$ cat src/rtl/avalon_stream_guard.sv
// Avalon-ST stream guard: repairs an untrusted packet stream into a legal one.
// Fully registered output with a one-entry skid; saturating error counters.
module avalon_stream_guard #(
  parameter int DATA_WIDTH_IN_BYTES = 16,
  parameter int MAX_MSG_BEATS       = 256,
  parameter int UNEXP_SOP_MODE      = 0,
  parameter int CNT_WIDTH           = 16,
  localparam int DW = 8 * DATA_WIDTH_IN_BYTES,
  localparam int EW = (DATA_WIDTH_IN_BYTES > 1) ? $clog2(DATA_WIDTH_IN_BYTES) : 1,
  localparam int BW = $clog2(MAX_MSG_BEATS + 1)
) (
  input  logic                 clk,
  input  logic                 rst,
  input  logic [DW-1:0]        untrusted_msg_data,
  input  logic                 untrusted_msg_valid,
  input  logic                 untrusted_msg_sop,
  input  logic                 untrusted_msg_eop,
  input  logic [EW-1:0]        untrusted_msg_empty,
  output logic                 untrusted_msg_rdy,
  output logic [DW-1:0]        enforced_msg_data,
  output logic                 enforced_msg_valid,
  output logic                 enforced_msg_sop,
  output logic                 enforced_msg_eop,
  output logic [EW-1:0]        enforced_msg_empty,
  input  logic                 enforced_msg_rdy,
  input  logic                 clear_counters,
  output logic                 missing_sop,
  output logic                 unexpected_sop,
  output logic                 length_overflow,
  output logic [CNT_WIDTH-1:0] missing_sop_cnt,
  output logic [CNT_WIDTH-1:0] unexpected_sop_cnt,
  output logic [CNT_WIDTH-1:0] overflow_cnt
);

  typedef enum logic [1:0] {IDLE = 2'd0, IN_MSG = 2'd1, DROP_TAIL = 2'd2} state_t;

  state_t          state, next_state;
  logic [BW-1:0]   beat_cnt, next_cnt;
  logic            accept, fwd, fwd_sop, fwd_eop, miss, unexp, ovf;
  logic [EW-1:0]   fwd_empty, shaped_empty;
  logic [DW-1:0]   shaped_data;
  logic            rdy_q, skid_valid, skid_next;
  logic [DW-1:0]   skid_data;
  logic            skid_sop, skid_eop;
  logic [EW-1:0]   skid_empty;

  function automatic logic [CNT_WIDTH-1:0] sat_inc(input logic [CNT_WIDTH-1:0] v);
    if (&v) return v;
    else    return v + CNT_WIDTH'(1);
  endfunction

  assign accept            = untrusted_msg_valid && rdy_q;
  assign untrusted_msg_rdy = rdy_q;

  // Message framing decisions for the beat being accepted this cycle
  always_comb begin
    next_state = state;
    next_cnt   = beat_cnt;
    fwd        = 1'b0;
    fwd_sop    = 1'b0;
    fwd_eop    = untrusted_msg_eop;
    fwd_empty  = untrusted_msg_empty;
    miss       = 1'b0;
    unexp      = 1'b0;
    ovf        = 1'b0;
    if (accept) begin
      case (state)
        IN_MSG: begin
          unexp = untrusted_msg_sop;
          if (untrusted_msg_sop && (UNEXP_SOP_MODE == 1)) begin
            next_cnt = beat_cnt;
          end else begin
            fwd      = 1'b1;
            next_cnt = beat_cnt + BW'(1);
            if (untrusted_msg_eop) begin
              next_state = IDLE;
              next_cnt   = '0;
            end else if (beat_cnt + BW'(1) == BW'(MAX_MSG_BEATS)) begin
              fwd_eop    = 1'b1;
              fwd_empty  = '0;
              ovf        = 1'b1;
              next_state = DROP_TAIL;
            end else begin
              next_state = IN_MSG;
            end
          end
        end
        // IDLE and DROP_TAIL both open a new message on sop; an illegal
        // encoding falls back to dropping until the next eop
        default: begin
          if (untrusted_msg_sop) begin
            fwd        = 1'b1;
            fwd_sop    = 1'b1;
            next_cnt   = BW'(1);
            next_state = untrusted_msg_eop ? IDLE : IN_MSG;
          end else begin
            miss       = (state == IDLE);
            next_state = (untrusted_msg_eop || state == IDLE) ? IDLE : DROP_TAIL;
          end
        end
      endcase
    end else begin
      next_state = state;
    end
  end

  // Empty only applies to eop beats; bytes below empty are zeroed
  always_comb begin
    shaped_empty = fwd_eop ? fwd_empty : '0;
    shaped_data  = untrusted_msg_data;
    for (int i = 0; i < DATA_WIDTH_IN_BYTES; i++) begin
      if (i < int'(shaped_empty)) shaped_data[i*8 +: 8] = 8'h00;
      else                        shaped_data[i*8 +: 8] = untrusted_msg_data[i*8 +: 8];
    end
  end

  // Skid occupancy after this edge; drives the registered upstream ready
  always_comb begin
    if (skid_valid) skid_next = !enforced_msg_rdy;
    else            skid_next = fwd && enforced_msg_valid && !enforced_msg_rdy;
  end

  // Framing state and beat counter
  always_ff @(posedge clk or negedge rst) begin
    if (!rst) begin
      state    <= IDLE;
      beat_cnt <= '0;
    end else begin
      state    <= next_state;
      beat_cnt <= next_cnt;
    end
  end

  // Output register and skid entry
  always_ff @(posedge clk or negedge rst) begin
    if (!rst) begin
      rdy_q              <= 1'b0;
      skid_valid         <= 1'b0;
      skid_data          <= '0;
      skid_sop           <= 1'b0;
      skid_eop           <= 1'b0;
      skid_empty         <= '0;
      enforced_msg_valid <= 1'b0;
      enforced_msg_data  <= '0;
      enforced_msg_sop   <= 1'b0;
      enforced_msg_eop   <= 1'b0;
      enforced_msg_empty <= '0;
    end else begin
      rdy_q <= !skid_next;
      if (skid_valid) begin
        if (enforced_msg_rdy) begin
          enforced_msg_data  <= skid_data;
          enforced_msg_sop   <= skid_sop;
          enforced_msg_eop   <= skid_eop;
          enforced_msg_empty <= skid_empty;
          skid_valid         <= 1'b0;
        end
      end else if (fwd) begin
        if (!enforced_msg_valid || enforced_msg_rdy) begin
          enforced_msg_valid <= 1'b1;
          enforced_msg_data  <= shaped_data;
          enforced_msg_sop   <= fwd_sop;
          enforced_msg_eop   <= fwd_eop;
          enforced_msg_empty <= shaped_empty;
        end else begin
          skid_valid <= 1'b1;
          skid_data  <= shaped_data;
          skid_sop   <= fwd_sop;
          skid_eop   <= fwd_eop;
          skid_empty <= shaped_empty;
        end
      end else if (enforced_msg_rdy) begin
        enforced_msg_valid <= 1'b0;
      end
    end
  end

  // Event flags and saturating counters; clear beats a same-cycle event
  always_ff @(posedge clk or negedge rst) begin
    if (!rst) begin
      missing_sop        <= 1'b0;
      unexpected_sop     <= 1'b0;
      length_overflow    <= 1'b0;
      missing_sop_cnt    <= '0;
      unexpected_sop_cnt <= '0;
      overflow_cnt       <= '0;
    end else begin
      missing_sop     <= miss;
      unexpected_sop  <= unexp;
      length_overflow <= ovf;
      if (clear_counters) begin
        missing_sop_cnt    <= '0;
        unexpected_sop_cnt <= '0;
        overflow_cnt       <= '0;
      end else begin
        if (miss)  missing_sop_cnt    <= sat_inc(missing_sop_cnt);
        if (unexp) unexpected_sop_cnt <= sat_inc(unexpected_sop_cnt);
        if (ovf)   overflow_cnt       <= sat_inc(overflow_cnt);
      end
    end
  end

endmodule

$ cat config.mk
export PLATFORM = sky130hd
export DESIGN_NAME = avalon_stream_guard
export DESIGN_NICKNAME = d
export VERILOG_FILES = /design/src/rtl/avalon_stream_guard.sv
export SDC_FILE = /design/constraint.sdc
export NUM_CORES = 1
export LEC_CHECK = 0
export CAP_MARGIN = 15
export CORE_AREA = 2 2 227 229
export DETAILED_ROUTE_END_ITERATION = 6
export DIE_AREA = 0 0 229 231
export PLACE_DENSITY = 0.57
export SLEW_MARGIN = 5
export SYNTH_ARGS = -nofsm -noshare
export SYNTH_HDL_FRONTEND = slang
export SYNTH_SLANG_ARGS = --single-unit
$ cat constraint.sdc
create_clock -name clk -period 6.2 [get_ports clk]
set_input_delay 1.24 -clock clk [delete_from_list [all_inputs] [get_ports clk]]
set_output_delay 1.24 -clock clk [all_outputs]
set_load 0.01 [all_outputs]
==> results of run 1 <==
## power by group through the flow
stage,logic (mW),registers [mW],clock network [mW]
after floorplan,1.16,3.58,0
after global placement,2.59,3.47,0
after detailed placement,2.65,3.51,0
after CTS,2.65,3.48,2.44
after global routing,2.91,3.58,2.54
final,2.60,3.47,2.35
## area by class of cell
class	instances	area, sq um
sequential	333	8340
clock inverter	12	141
clock buffer	55	1160
tap	680	851
timing repair buffer	340	3430
fill	5092	30600
inverter	16	60.1
antenna	3	7.51
multi-input combinational	1187	6100
## stage by stage
step           instances  total power, mW
6_report            2626             8.42
5_1_grt             2624             9.03
4_1_cts             2622             8.57
3_5_place_dp        2555             6.16
3_3_place_gp        2555             6.06
2_1_floorplan       1653             4.74
## logic make-up after synthesis
| group | count (synthesis) | synth area share |
|---|---|---|
| multiplexers | 58 | 0.0429 |
| flip-flops | 333 | 0.558 |
| adder cells (fa/ha/maj) | 4 | 0.00335 |
| AND/OR/NAND/NOR | 625 | 0.177 |
| AO/OA/AOI/OAI | 474 | 0.167 |
| XOR/XNOR | 26 | 0.0153 |
| buffers and inverters | 133 | 0.0351 |
## sequential cells by signal, indices dropped and copies added, names as in the netlist
signal              flops
enforced_msg_empty      4
skid_eop                1
missing_sop             1
untrusted_msg_rdy       1
enforced_msg_data     128
enforced_msg_eop        1
unexpected_sop_cnt     16
skid_empty              4
skid_valid              1
state                   2
skid_sop                1
unexpected_sop          1
enforced_msg_valid      1
beat_cnt                9
overflow_cnt           16
enforced_msg_sop        1
skid_data             128
length_overflow         1
missing_sop_cnt        16
## how the worst max path moves through the flow
stage	slack (ns)	end	start	cells after the start
2_1_floorplan	3.26	overflow_cnt[0]	untrusted_msg_eop	7
3_3_place_gp	2.13	enforced_msg_data[54]	untrusted_msg_sop	5
3_5_place_dp	2.04	enforced_msg_data[80]	untrusted_msg_sop	5
4_1_cts	2.65	enforced_msg_data[80]	untrusted_msg_sop	5
5_1_grt	2.43	enforced_msg_data[80]	untrusted_msg_sop	5
6_report	2.55	enforced_msg_data[83]	untrusted_msg_sop	5
## worst max-delay path, delay by kind of cell
family / cells / cell delay, ns
buffers and inverters: 2 / 1.20
AOI/OAI and AO/OA: 2 / 0.95
muxes: 1 / 0.42
## per-layer routing
metal / up-vias / wire length, microns
met5: - / 40
met4: 6 / 762
met3: 61 / 3560
met2: 319 / 20000
met1: 5994 / 19800
li1: 6186 / -
## cell usage in the layout, fill, tap and decap left out, types with 26 or more instances in the layout
| master | netlist | final |
|---|---|---|
| mux2_2 | 48 | 48 |
| a21oi_1 | 113 | 113 |
| dfrtp_1 | 333 | 332 |
| clkdlybuf4s50_1 | 0 | 324 |
| nand2_1 | 367 | 367 |
| clkbuf_16 | 0 | 41 |
| nand3_1 | 32 | 32 |
| o21ai_0 | 314 | 314 |
| xnor2_1 | 26 | 26 |
| nor2_1 | 141 | 141 |
==> flow_metrics.env, run 1 <==
export IMPL_status="complete, no violations"
export IMPL_clock_sinks=333
export IMPL_netlist_area_sq_mm=0.0149
export IMPL_die_area_sq_mm=0.0529
export IMPL_synth_edff_count=0
export IMPL_pwr_share_comb=0.309
export IMPL_io_pins=326
export IMPL_fin_area_sq_mm=0.0201
export IMPL_synth_cells=1653
export IMPL_setup_slack_ns=2.55
export IMPL_layout_drive_gt1_share=0.0690
export IMPL_min_period_ns=3.65
export IMPL_synth_seq_cells=333
export IMPL_slew_viol_final=0
export IMPL_criticalPathCategory="input pin to flip-flop"
export IMPL_intPower_mw=5.69
export IMPL_cts_resized=0
export IMPL_wl_per_cell_microns=16.8
export IMPL_antenna_found_initial=5
export IMPL_hold_ws_ns=0.476
export IMPL_hold_path_end="enforced_msg_data[97]"
export IMPL_power_share_clock=0.279
export IMPL_drc=0
export IMPL_synth_top_cell_by_area="dfrtp_1"
export IMPL_syn_area_per_cell_sq_um=9.03
export IMPL_drtPass1Iterations=5
export IMPL_cts_root_buf="clkbuf_16"
export IMPL_final_core_util=0.396
export IMPL_yosys_top_cells_count="367 x nand2_1, 333 x dfrtp_1, 314 x o21ai_0"
export IMPL_cp_slowest_cell="o21ai_1"
export IMPL_yosysTopAreaCellShare=0.558
export IMPL_yosys_warnings=0
export IMPL_r2r_setup_slack_ns=3.30
export IMPL_gp_congestion=0.796
export IMPL_seq_power_share=0.412
export IMPL_cp_required_ns=6.62
export IMPL_dp_worst_setup_slack_ns=2.04
export IMPL_crit_chain="clkdlybuf4s50_1 > o21ai_1 > o2bb2ai_4 > buf_12 > mux2_2"
export IMPL_worst_clock_skew_ns=0.0163
export IMPL_use_met3=0.0587
export IMPL_crit_path_max_incr_delay_ns=0.75
export IMPL_hold_class="flip-flop to flip-flop"
export IMPL_setup_viol_count_final=0
export IMPL_fp_dieH_microns=231
export IMPL_placed_area_sq_mm=0.0188
export IMPL_maxSlewHeadroom=0.296
export IMPL_ys_flop_type="dfrtp_1"
export IMPL_synthArstFlopShare=1.00
export IMPL_clockBufferDepth=3
export IMPL_cts_hold_buf=0
export IMPL_via_per_inst=4.79
export IMPL_synth_nets=1796
export IMPL_cts_buffers=39
export IMPL_fin_nets=2060
export IMPL_endpoint_kind="flip-flop"
export IMPL_gr_usage_met2=0.255
export IMPL_worstRegToRegCells=5
export IMPL_vdd_ir_drop_worst_mv=0.253
export IMPL_hold_depth=2
export IMPL_syn2layout_area_growth_pct=34.6
export IMPL_r2r_end="enforced_msg_data[83]"
export IMPL_hold_viol=0
export IMPL_finalSetupTns_ns=0
export IMPL_drt_iter0_drc=833
export IMPL_seq_area_frac_synth=0.558
export IMPL_start_util=0.294
export IMPL_overflow=0
export IMPL_clk_latency_ns=0.55
export IMPL_p_per_area_mw_per_mm2=419
export IMPL_yosysMostFrequentCell="nand2_1"
export IMPL_grt_usage=0.165
export IMPL_leakage_nw=8.51
export IMPL_grt_pass1_vias=12200
export IMPL_switching_power_mw=2.73
export IMPL_maxCapViolCount=0
export IMPL_busiest_layer="met2"
export IMPL_routed_wl_microns=44100
export IMPL_cts_tree="done"
export IMPL_tightest_slew_ns=1.06
export IMPL_max_freq_ghz=0.274
export IMPL_rows=83
export IMPL_fin_crit_sh=0.588
export IMPL_ant_nets=0
export IMPL_critPathArrivalTime_ns=4.06
export IMPL_yosys_top_cells_area="dfrtp_1 56%, o21ai_0 11%, nand2_1 9.2%, a21oi_1 3.8%, mux2_2 3.6%"
export IMPL_fp_dieW_microns=229
export IMPL_crit_reg2reg_launch="untrusted_msg_rdy"
export IMPL_post_cts_buffers=0
export IMPL_worstHoldStart="enforced_msg_data[97]"
export IMPL_switching_share=0.324
export IMPL_route_vias_total=12600
export IMPL_critPathMaxFanout=234
export IMPL_grt_max_degree=235
export IMPL_path_clk_slew_ns=0.06
export IMPL_gr_usage_met1=0.220
export IMPL_place_hpwl_microns=29000
export IMPL_synth_distinct_cells=56
export IMPL_htree_levels=2
export IMPL_grt_pass1_wl_microns=70000
export IMPL_core_area_sq_mm=0.0507
export IMPL_critPathLaunchType="input pin"
export IMPL_grt_setup_unrepaired="false"
export IMPL_io_buffers=325
(Power assumes the default switching activity.)
==> run 2: changes to the inputs <==
- clock period: 6.2 -> 3.6 ns (I/O delays scaled with it)
==> run 2 against run 1 <==
Sequential power is 72% higher. Critical path depth is 1 higher. Routed wire length is 0.51% higher. Clock power is 74% higher. First-iteration DRC count is 0.72% higher. Final area is 1.2% higher. Non-clock buffer count is 20 higher. Die area stayed put. Largest power group unchanged. Highest routed layer unchanged.
==> flow_metrics.env, run 2 (synthesis gave the netlist of run 1 again) <==
export IMPL_p_per_area_mw_per_mm2=719
export IMPL_leakage_nw=8.65
export IMPL_gp_congestion=0.812
export IMPL_vdd_ir_drop_worst_mv=0.307
export IMPL_clk_latency_ns=0.55
export IMPL_gr_usage_met2=0.257
export IMPL_reg_top3="enforced_msg_data (128), skid_data (128)"
export IMPL_post_cts_buffers=0
export IMPL_final_seq_area_sq_mm=0.00834
export IMPL_fp_dieH_microns=231
export IMPL_grt_pass1_wl_microns=70700
export IMPL_critPathLaunchType="flip-flop"
export IMPL_pwr_share_comb=0.312
export IMPL_gr_usage_met1=0.225
export IMPL_die_area_sq_mm=0.0529
export IMPL_routed_wl_microns=44400
export IMPL_htree_levels=2
export IMPL_io_buffers=325
export IMPL_tightest_slew_ns=1.07
export IMPL_nFillCells=5064
export IMPL_ant_nets=0
export IMPL_grt_pass1_vias=12400
export IMPL_intPower_mw=9.88
export IMPL_crit_path_max_incr_delay_ns=0.74
export IMPL_clock_sinks=333
export IMPL_layout_drive_gt1_share=0.0782
export IMPL_cts_tree="done"
export IMPL_min_period_ns=2.74
export IMPL_busiest_layer="met2"
export IMPL_grt_max_degree=153
export IMPL_start_util=0.294
export IMPL_multiInputGateArea_sq_mm=0.00609
export IMPL_cts_root_buf="clkbuf_16"
export IMPL_critPathMaxFanout=31
export IMPL_maxSlewHeadroom=0.276
export IMPL_criticalPathCategory="flip-flop to flip-flop"
export IMPL_cts_resized=0
export IMPL_grt_setup_unrepaired="false"
export IMPL_finalSetupTns_ns=0
export IMPL_status="complete, no violations"
export IMPL_cp_required_ns=4.04
export IMPL_layout_commonest_cell="nand2_1"
export IMPL_via_per_inst=4.75
export IMPL_grt_usage=0.167
export IMPL_max_freq_ghz=0.365
export IMPL_wl_per_cell_microns=16.7
export IMPL_antenna_found_initial=8
export IMPL_cts_buffers=41
export IMPL_use_met3=0.0545
export IMPL_final_core_util=0.401
export IMPL_fin_nets=2082
export IMPL_path_clk_slew_ns=0.06
export IMPL_power_share_clock=0.280
export IMPL_setup_viol_count_final=0
export IMPL_drt_iter0_drc=839
export IMPL_rows=83
export IMPL_endpoint_kind="flip-flop"
export IMPL_critPathArrivalTime_ns=3.18
export IMPL_fp_dieW_microns=229
export IMPL_clockBufferDepth=3
export IMPL_maxCapViolCount=0
export IMPL_overflow=0
export IMPL_hold_viol=0
export IMPL_layout_common_cells="367 x nand2_1, 332 x dfrtp_1, 324 x clkdlybuf4s50_1, 314 x o21ai_0, 141 x nor2_1"
export IMPL_core_area_sq_mm=0.0507
export IMPL_cp_slowest_cell="a2111o_1"
export IMPL_path_buf_inv=0
export IMPL_seq_power_share=0.408
export IMPL_switching_power_mw=4.74
export IMPL_switching_share=0.324
export IMPL_route_vias_total=12600
export IMPL_syn2layout_area_growth_pct=36.2
export IMPL_drtPass1Iterations=5
export IMPL_fin_crit_sh=0.761
export IMPL_worst_clock_skew_ns=0.0130
export IMPL_crit_chain="ha_1 > and4b_1 > o211ai_1 > a2111o_1 > nor4_1 > mux2_2"
export IMPL_dp_worst_setup_slack_ns=0.542
export IMPL_slew_viol_final=0
export IMPL_io_pins=326
export IMPL_cts_hold_buf=0
export IMPL_hold_class="input pin to async pin"
export IMPL_setup_slack_ns=0.862
export IMPL_drc=0
export IMPL_cp_top_family="compound AO/OA/AOI/OAI gates"
export IMPL_place_hpwl_microns=30400
[run 2: cell types whose count changed in the layout (fill, tap and decap cells not counted), moves of 2 or more]
cell / before / now
buf_12: 5 / 10
buf_4: 9 / 25
bufinv_16: 3 / 1
clkbuf_1: 6 / 11
clkbuf_16: 41 / 43
clkbuf_8: 8 / 10
clkinv_2: 7 / 5
[run 2: cell type report]
| type | instances | share of cell area |
|---|---|---|
| Clock inverter | 9 | 0.00400 |
| Sequential cell | 333 | 0.410 |
| Timing Repair Buffer | 360 | 0.179 |
| Antenna cell | 2 | 0.000246 |
| Inverter | 16 | 0.00295 |
| Clock buffer | 64 | 0.0617 |
| Tap cell | 680 | 0.0419 |
| Multi-Input combinational cell | 1187 | 0.300 |
[run 2: through the flow]
stage          power (mW)  instances  hold slack [ns]  cell area [sq um]
2_1_floorplan        8.16       1653            0.424              14900
3_3_place_gp         10.5       2576            0.461              19000
3_5_place_dp         10.7       2576            0.469              19000
4_1_cts              14.9       2649            0.170              20300
5_1_grt              15.6       2649            0.207              20300
6_report             14.6       2651            0.172              20300
[run 2: worst register-to-register path: cells and delay by family (launching register included)]
kind,cells,cell delay [ns]
flops,1,0.43
fa+ha+maj,1,0.31
compound gates,2,0.84
simple gates,2,0.68
mux,1,0.37
[run 2: path summary, 6_finish.rpt]
| kind | start | slack, ns | to | cells after the start |
|---|---|---|---|---|
| setup / recovery | beat_cnt[0] | 0.86 | overflow_cnt[7] | 6 |
| hold / removal | rst | 0.17 | enforced_msg_data[38] | 1 |
| setup reg to reg | beat_cnt[0] | 0.86 | overflow_cnt[7] | 6 |
| hold reg to reg | enforced_msg_data[88] | 0.48 | enforced_msg_data[88] | 2 |
| max in group asynchronous | rst | 2.59 | overflow_cnt[11] | 2 |
| min in group clk | enforced_msg_data[88] | 0.48 | enforced_msg_data[88] | 2 |
[run 2: power groups by stage]
stage	Sequential, mW	Combinational, mW	Clock [mW]
CTS	5.98	4.65	4.24
detailed placement	6.03	4.64	0
floorplan	6.16	2.00	0
global route	6.17	5.09	4.39
finish	5.96	4.56	4.09
global placement	5.97	4.56	0
[run 2: routing by layer]
layer / routed length (microns) / vias to the layer above
met1: 20100 / 5968
met5: 73 / -
met3: 3450 / 67
met2: 19900 / 305
met4: 894 / 12
li1: - / 6237
==> run 3: changes to the inputs <==
- PLACE_DENSITY: 0.57 -> 0.59
- clock period: 3.6 -> 2.4 ns (I/O delays scaled with it)
==> run 3 against run 2 <==
Cell count up 2.7%. Critical path depth grew 1. Clock-buffer cell count shrank 5. Global-route usage rose by 0.27 points. Power increased by 52%. First-iteration DRC count increased by 0.72%. Core utilization grew 1.4 points. Final area increased by 3.5%. Critical path type unchanged. Sequential share of layout area down 1.4 points.
==> flow_metrics.env, run 3 (synthesis gave the netlist of run 1 again) <==
export IMPL_place_hpwl_microns=31300
export IMPL_layout_common_cells="367 x nand2_1, 331 x dfrtp_1, 324 x clkdlybuf4s50_1, 314 x o21ai_0, 141 x nor2_1"
export IMPL_drtPass1Iterations=5
export IMPL_cts_root_buf="clkbuf_16"
export IMPL_overflow=0
export IMPL_grt_pass1_vias=13200
export IMPL_gp_congestion=0.814
export IMPL_syn2layout_area_growth_pct=41.0
export IMPL_nFillCells=4963
export IMPL_via_per_inst=4.78
export IMPL_drt_iter0_drc=845
export IMPL_ant_nets=0
export IMPL_fp_dieW_microns=229
export IMPL_io_pins=326
export IMPL_die_area_sq_mm=0.0529
export IMPL_crit_chain="ha_4 > and4b_1 > o211ai_1 > a2111o_2 > buf_12 > or4_1 > a21oi_2"
export IMPL_grt_usage=0.170
export IMPL_layout_drive_gt1_share=0.113
export IMPL_maxSlewHeadroom=0.571
export IMPL_routed_wl_microns=45200
export IMPL_multiInputGateArea_sq_mm=0.00611
export IMPL_critPathLaunchType="flip-flop"
export IMPL_worst_clock_skew_ns=0.0244
export IMPL_io_buffers=325
export IMPL_leakage_nw=9.04
export IMPL_path_clk_slew_ns=0.06
export IMPL_grt_max_degree=148
export IMPL_drc=0
export IMPL_tightest_slew_ns=0.644
export IMPL_reg_top3="enforced_msg_data (128), skid_data (128)"
export IMPL_cp_slowest_cell="a2111o_2"
export IMPL_dp_cells=2646
export IMPL_cts_buffers=41
export IMPL_antenna_found_initial=6
export IMPL_hold_viol=0
export IMPL_critPathArrivalTime_ns=2.83
export IMPL_hold_ws_ns=0.471
export IMPL_clk_latency_ns=0.56
export IMPL_final_seq_area_sq_mm=0.00834
export IMPL_rows=83
export IMPL_maxCapViolCount=0
export IMPL_finalSetupTns_ns=0
export IMPL_max_freq_ghz=0.428
export IMPL_grt_pass1_wl_microns=72400
export IMPL_setup_viol_count_final=0
export IMPL_p_per_area_mw_per_mm2=1060
export IMPL_status="complete, no violations"
export IMPL_criticalPathCategory="flip-flop to flip-flop"
export IMPL_clockBufferDepth=3
export IMPL_fin_crit_sh=0.974
export IMPL_fp_dieH_microns=231
export IMPL_cp_required_ns=2.89
export IMPL_clock_sinks=333
export IMPL_cts_tree="done"
export IMPL_hold_class="input pin to async pin"
export IMPL_htree_levels=2
export IMPL_vdd_ir_drop_worst_mv=0.473
export IMPL_wl_per_cell_microns=16.6
export IMPL_layout_commonest_cell="nand2_1"
export IMPL_route_vias_total=13000
export IMPL_slew_viol_final=0
export IMPL_start_util=0.294
export IMPL_instances_no_fill=2723
export IMPL_fin_nets=2156
export IMPL_endpoint_kind="flip-flop"
export IMPL_critPathMaxFanout=7
export IMPL_core_area_sq_mm=0.0507
export IMPL_crit_path_max_incr_delay_ns=0.54
export IMPL_min_period_ns=2.34
run 3: cell count changes in the layout (fill, tap and decap cells not counted), moves of 2 or more:
cell,before,now
clkbuf_8,10,4
clkbuf_16,43,45
buf_12,10,20
buf_4,25,86
clkinvlp_4,0,2
run 3: what timing repair did:
action	4_1_cts	5_1_grt
gates resized for setup	0	7
setup buffers	0	1
endpoints found under the hold margin	41	0
endpoints found under the setup margin	0	7
hold buffers	1	0
run 3: power by group:
part	internal (mW)	total, mW	switching [mW]
sequential	7.73	8.92	1.19
combinational	3.66	7.24	3.58
clock	3.63	6.08	2.45
total	15.0	22.2	7.22
run 3: worst max-delay path: cells and delay by family, from the launching register on:
family,cells,cell delay [ns]
AOI/OAI and AO/OA,3,0.80
adders and majority gates,1,0.17
buffers and inverters,1,0.18
DFF,1,0.40
and+or+nand+nor,2,0.72
run 3: final cells by class:
type,count,area share
Multi-Input combinational cell,1187,0.290
Tap cell,680,0.0404
Timing Repair Buffer,434,0.207
Sequential cell,333,0.396
Clock buffer,59,0.0559
Antenna cell,1,0.000119
Clock inverter,13,0.00636
Inverter,16,0.00286
run 3: final timing paths:
check	from	endpoint	slack [ns]	depth (start not counted)
max	beat_cnt[1]	overflow_cnt[4]	0.06	7
min	rst	unexpected_sop_cnt[6]	0.47	2
max reg2reg	beat_cnt[1]	overflow_cnt[4]	0.06	7
min reg2reg	enforced_msg_data[3]	enforced_msg_data[3]	0.48	2
max in group asynchronous	rst	enforced_msg_data[81]	1.22	3
min in group clk	enforced_msg_data[3]	enforced_msg_data[3]	0.48	2
run 3: metrics by stage:
step	area, sq um	utilization	worst slack [ns]	power (mW)
after floorplan	14900	-	0.188	12.2
after global placement	19600	0.387	-0.200	16.1
after detailed placement	19600	0.387	-0.178	16.4
after CTS	21000	0.413	0.0584	22.6
after global routing	21000	0.415	-0.0341	23.8
final	21000	0.415	0.0626	22.2
run 3: metal layers:
metal / wire, microns / track usage / part of all wire
met5: 60 / 0 / 0.0013
met4: 1330 / 0.0591 / 0.029
met3: 3350 / 0.0540 / 0.074
met2: 20800 / 0.269 / 0.46
met1: 19700 / 0.218 / 0.44
